===== src/rtl/serial_adder_seq.sv =====
// Bit-serial adder/subtractor: one full-adder cell and a carry flop, LSB first,
// one bit per clock over WIDTH cycles, with a start/done handshake.
module serial_adder_seq #(
  parameter int unsigned WIDTH = 8
) (
  input  logic             clk,
  input  logic             rst_n,
  input  logic             start,
  input  logic [WIDTH-1:0] a,
  input  logic [WIDTH-1:0] b,
  input  logic             cin,
  input  logic             sub,
  output logic             busy,
  output logic             done,
  output logic [WIDTH-1:0] sum,
  output logic             cout,
  output logic             overflow
);

  localparam int unsigned CntW = (WIDTH > 1) ? $clog2(WIDTH) : 1;
  localparam logic [CntW-1:0] LastCnt = CntW'(WIDTH - 1);

  typedef enum logic [1:0] {StIdle, StRun, StDone} state_e;

  state_e           state_q;
  logic [WIDTH-1:0] a_q, b_q, res_q, sum_q;
  logic [CntW-1:0]  cnt_q;
  logic             c_q, cout_q, ovf_q, busy_q, done_q;

  logic s_bit, c_next;

  assign s_bit  = a_q[0] ^ b_q[0] ^ c_q;
  assign c_next = (a_q[0] & b_q[0]) | (c_q & (a_q[0] ^ b_q[0]));

  always_ff @(posedge clk or negedge rst_n) begin
    if (!rst_n) begin
      state_q <= StIdle;
      a_q     <= '0;
      b_q     <= '0;
      res_q   <= '0;
      sum_q   <= '0;
      cnt_q   <= '0;
      c_q     <= 1'b0;
      cout_q  <= 1'b0;
      ovf_q   <= 1'b0;
      busy_q  <= 1'b0;
      done_q  <= 1'b0;
    end else begin
      unique case (state_q)
        StIdle: begin
          if (start) begin
            // Subtraction is a + ~b + ~borrow_in in two's complement.
            a_q     <= a;
            b_q     <= sub ? ~b : b;
            c_q     <= sub ? ~cin : cin;
            cnt_q   <= '0;
            busy_q  <= 1'b1;
            state_q <= StRun;
          end
        end
        StRun: begin
          a_q   <= a_q >> 1;
          b_q   <= b_q >> 1;
          c_q   <= c_next;
          res_q <= {s_bit, res_q[WIDTH-1:1]};
          cnt_q <= cnt_q + CntW'(1);
          if (cnt_q == LastCnt) begin
            // c_q is the carry into the MSB here; c_next is the carry out of it.
            sum_q   <= {s_bit, res_q[WIDTH-1:1]};
            cout_q  <= c_next;
            ovf_q   <= c_q ^ c_next;
            done_q  <= 1'b1;
            state_q <= StDone;
          end
        end
        StDone: begin
          done_q  <= 1'b0;
          busy_q  <= 1'b0;
          state_q <= StIdle;
        end
        default: begin
          done_q  <= 1'b0;
          busy_q  <= 1'b0;
          state_q <= StIdle;
        end
      endcase
    end
  end

  assign busy     = busy_q;
  assign done     = done_q;
  assign sum      = sum_q;
  assign cout     = cout_q;
  assign overflow = ovf_q;

endmodule

===== config.mk =====
export PLATFORM = sky130hd
export DESIGN_NAME = serial_adder_seq
export DESIGN_NICKNAME = d
export VERILOG_FILES = /design/src/rtl/serial_adder_seq.sv
export SDC_FILE = /design/constraint.sdc
export NUM_CORES = 1
export LEC_CHECK = 0
export ABC_AREA = 1
export CORE_ASPECT_RATIO = 1.75
export CORE_MARGIN = 5
export CORE_UTILIZATION = 54
export CTS_BUF_LIST = sky130_fd_sc_hd__clkbuf_4
export CTS_CLUSTER_DIAMETER = 100
export DETAILED_ROUTE_END_ITERATION = 16
export GPL_TIMING_DRIVEN = 0
export PLACE_DENSITY = 0.79
export SLEW_MARGIN = 40
export SYNTH_ARGS = -nofsm -noshare
export SYNTH_HDL_FRONTEND = slang
export SYNTH_SLANG_ARGS = --single-unit

===== constraint.sdc =====
create_clock -name clk -period 1.7 [get_ports clk]
set_clock_uncertainty 0.2 [all_clocks]
set_input_delay 0.17 -clock clk [delete_from_list [all_inputs] [get_ports clk]]
set_output_delay 0.17 -clock clk [all_outputs]
set_load 0.03 [all_outputs]

==> results by group <==
Placement
  • Total placed cells including tap cells: a little under 300
  • Placed instance area: ~2300 sq um
  • GP Congestion: ~0.77
  • IO Port Bufs: 30
  • DPL Wire Length: around 2.9 mm

Power
  • Sequential power share: 0.408
  • Combinational share of power: 0.435
  • Int Pwr: 0.00233 W
  • Clock Power Share: 0.157
  • VDD IR max: ~0.91 mV
  • Sw Ratio: 0.414
  • Sw Pwr: between 0.0015 and 0.002 W
  • Pwr dens: 1690 nW/um^2
  • Pleak: approximately 1.2 nW

Worst setup path
  • Flop-to-flop setup slack: approximately 0.1 ns
  • FF-to-FF path depth: 8
  • Reg2reg start: cnt_q[0]
  • Worst Path Required: approximately 1.8 ns
  • Crit Path Category: register to register
  • Critical path launch point type: register
  • CP Capture Type: register
  • CP cell instances: ha_1 -> ha_1 -> nand2_2 -> inv_2 -> nand2_4 -> buf_6 -> nand2_1 -> nand2_1
  • Buf+Inv Stages, Crit Path: 2
  • Worst R2R End: cout
  • CP arrival: 1.69 ns
  • CP peak stage delay: 0.43 ns
  • CP max FO: 10
  • CP delay by family, top: flip-flops
  • Slowest CP cell: dfrtp_1

Worst hold path
  • Cells on Worst Hold Path: 4
  • Min-Delay Startpoint: sub
  • Hold Path End: b_q[7]
  • Worst Hold Class: input pin to register

Route
  • First-pass iteration count of the detailed router: 4
  • Vias/cell: a little over 5
  • Wire per inst: 13.0 um
  • Vias: approximately 1600
  • # DRC: 0
  • Final wirelength: ~4 mm
  • Antenna Nets Post-Route: 0
  • Initial DRC count: 34

Floorplanning
  • Core area: 3400 sq um
  • Starting Density: 0.565
  • Die ar.: about 5000 sq um
  • Die H: 88.9 um
  • Die Span X: 55.1 um
  • IO Pins: 33
  • Rows: 28

Status
  • Status: finished clean

Clocking
  • CTS H-tree depth: 2
  • Postcts setup bufs: 0
  • CTS max path bufs: 2
  • Reg clk slew, reported paths: around 0.12 ns
  • Clock latency on the worst-skew pair: about 0.34 ns
  • CTS buffer count: 5
  • CTS tree: yes
  • Clock root cell: clkbuf_4
  • Clock Sinks: 41

Synthesis
  • Post-synthesis cell area: around 1900 sq um
  • Post-Syn Nets: between 200 and 250
  • Total number of yosys warnings: 0
  • Top cell type's share of synthesized area: 0.535
  • Post-synthesis cell count: ~220
  • Seq/Total Area, Yosys: 0.535
  • Synth top area cells: dfrtp_1 (53%), nand2_1 (16%), nand3_1 (11%), inv_1 (3.5%), o21ai_2 (3.2%)
  • Cell taking the most area after synthesis: dfrtp_1
  • Yosys cell types: 20
  • FF+latch count, synth: between 40 and 50
  • Avg Inst Size Synth: approximately 8.6 sq um

STA
  • Max-slew violations: 0
  • # setup viols final: 0
  • Actual slew at the worst max-slew pin: between 0.5 and 0.6 ns
  • RSZ-0062 raised after global routing: false
  • Fin crit period: between 1.5 and 2 ns
  • Final clock period utilization by the worst path: 0.941
  • Max Fclk: 625 MHz
  • Slew headroom: 0.644
  • Final Hold Fails: 0

Cells and area
  • Ratio of cells with drive above 1 in the final layout: 0.125
  • # nets final: around 290
  • Layout Cells excl Fill: 308
  • Finished Cell Area: about 2400 sq um
  • Fill cells: around 300
  • Number of antenna repair diodes: 0
  • Area growth, synth to finish: 22.8%

Flow run
  • Max-Cap Viols: 0

Global routing
  • Via count of the first global-routing pass: 1597
  • GRT Util Overall: 0.201
  • First-pass GRT wire length: between 7 and 8 mm
  • Largest net degree at the start of global routing: 42
  • Gr ovfl total: 0
  • Initial antenna violation count: 0
worst max-delay path by stage:
stage / slack (ns) / from / cells after the start / to
3_5_place_dp: 0.11 / cnt_q[0] / 8 / cout
4_1_cts: 0.08 / cnt_q[0] / 8 / cout
6_report: 0.1 / cnt_q[0] / 8 / cout
5_1_grt: 0.007 / cnt_q[0] / 8 / overflow
3_3_place_gp: -0.77 / rst_n / 1 / cout
2_1_floorplan: 0.24 / cnt_q[0] / 8 / cout
area by class of cell:
type                    count  area (sq um)  share of cell area
plain buffers              10          80.1              0.0340
clock buffers               6          45.0              0.0191
clock inverters             2          33.8              0.0143
inverters                  21          81.3              0.0345
multi-input cells         151           732               0.311
flip-flops and latches     41          1030               0.435
well taps                  45          56.3              0.0239
repair buffers             32           303               0.128
registers in the layout, indices dropped and copies added (netlist names):
name / cells
a_q: 8
b_q: 8
sum: 8
res_q: 7
cnt_q: 3
state_q: 2
busy: 1
c_q: 1
cout: 1
done: 1
overflow: 1
Yosys cell counts:
master,number
inv_1,18
inv_4,1
o21ai_2,7
ha_1,2
buf_4,2
nand2_4,2
xor2_1,2
fa_1,1
nand3_1,42
o21ai_0,7
a21oi_1,1
nand2_2,2
o21ai_1,1
buf_6,4
nor2_2,1
buf_2,4
inv_2,2
nand2_1,80
nor2_1,3
dfrtp_1,41
metal layers:
| metal | part of all wire | global-route usage | vias to the layer above |
|---|---|---|---|
| met5 | 0 | 0 | - |
| met4 | 0.015 | 0.0774 | 0 |
| met3 | 0.042 | 0.0438 | 5 |
| met2 | 0.56 | 0.370 | 33 |
| met1 | 0.38 | 0.211 | 732 |
| li1 | - | - | 782 |
cells by family after synthesis:
family / count (synthesis) / share of synthesized area
AO/OA/AOI/OAI: 16 / 0.0554
adder cells (fa/ha/maj): 3 / 0.0235
buffers and inverters: 31 / 0.0841
XOR/XNOR: 2 / 0.00913
flip-flops: 41 / 0.535
AND/OR/NAND/NOR: 130 / 0.293
placed cells by master, fill, tap and decap left out, types with 2 or more instances in the layout:
cell,n
nand2_1,80
nand3_1,42
dfrtp_1,41
inv_1,18
clkdlybuf4s50_1,17
dlygate4sd2_1,12
o21ai_0,7
o21ai_2,7
clkbuf_4,6
buf_2,4
buf_6,4
buf_4,3
nor2_1,3
inv_2,2
nand2_2,2
nand2_4,2
xor2_1,2
ha_1,2
dlygate4sd3_1,2
metrics by stage:
| step | hold WS [ns] | worst slack (ns) | setup TNS (ns) | total power [W] | utilization |
|---|---|---|---|---|---|
| 4_1_cts | 0.0157 | 0.0849 | 0 | 0.00403 | 0.694 |
| 5_1_grt | 0.0509 | 0.00716 | 0 | 0.00430 | 0.694 |
| 6_report | 0.0212 | 0.0998 | 0 | 0.00398 | 0.694 |
| 3_3_place_gp | 0.264 | -0.770 | -31.49 | 0.00340 | 0.670 |
| 3_5_place_dp | -0.0171 | 0.115 | 0 | 0.00347 | 0.669 |
| 2_1_floorplan | -0.326 | 0.240 | 0 | 0.00285 | - |
repair_timing:
| item | in CTS | in global routing |
|---|---|---|
| endpoints found under the hold margin | 48 | 0 |
| endpoints found under the setup margin | 12 | 0 |
| hold buffers | 2 | 0 |
| resized for setup | 12 | 0 |
power groups by stage:
stage          combinational (W)  clock (W)  sequential (W)
2_1_floorplan            0.00102          0         0.00183
3_3_place_gp             0.00177          0         0.00163
3_5_place_dp             0.00183          0         0.00164
4_1_cts                  0.00176   0.000645         0.00162
5_1_grt                  0.00195   0.000686         0.00167
6_report                 0.00173   0.000624         0.00162
tightest hold or removal path, delay by kind of cell:
family	cells	cell delay, ns
xor+xnor	1	0.09
buf+inv	1	0.18
simple gates	2	0.10
No activity file was read; power rests on OpenSTA's default activity.
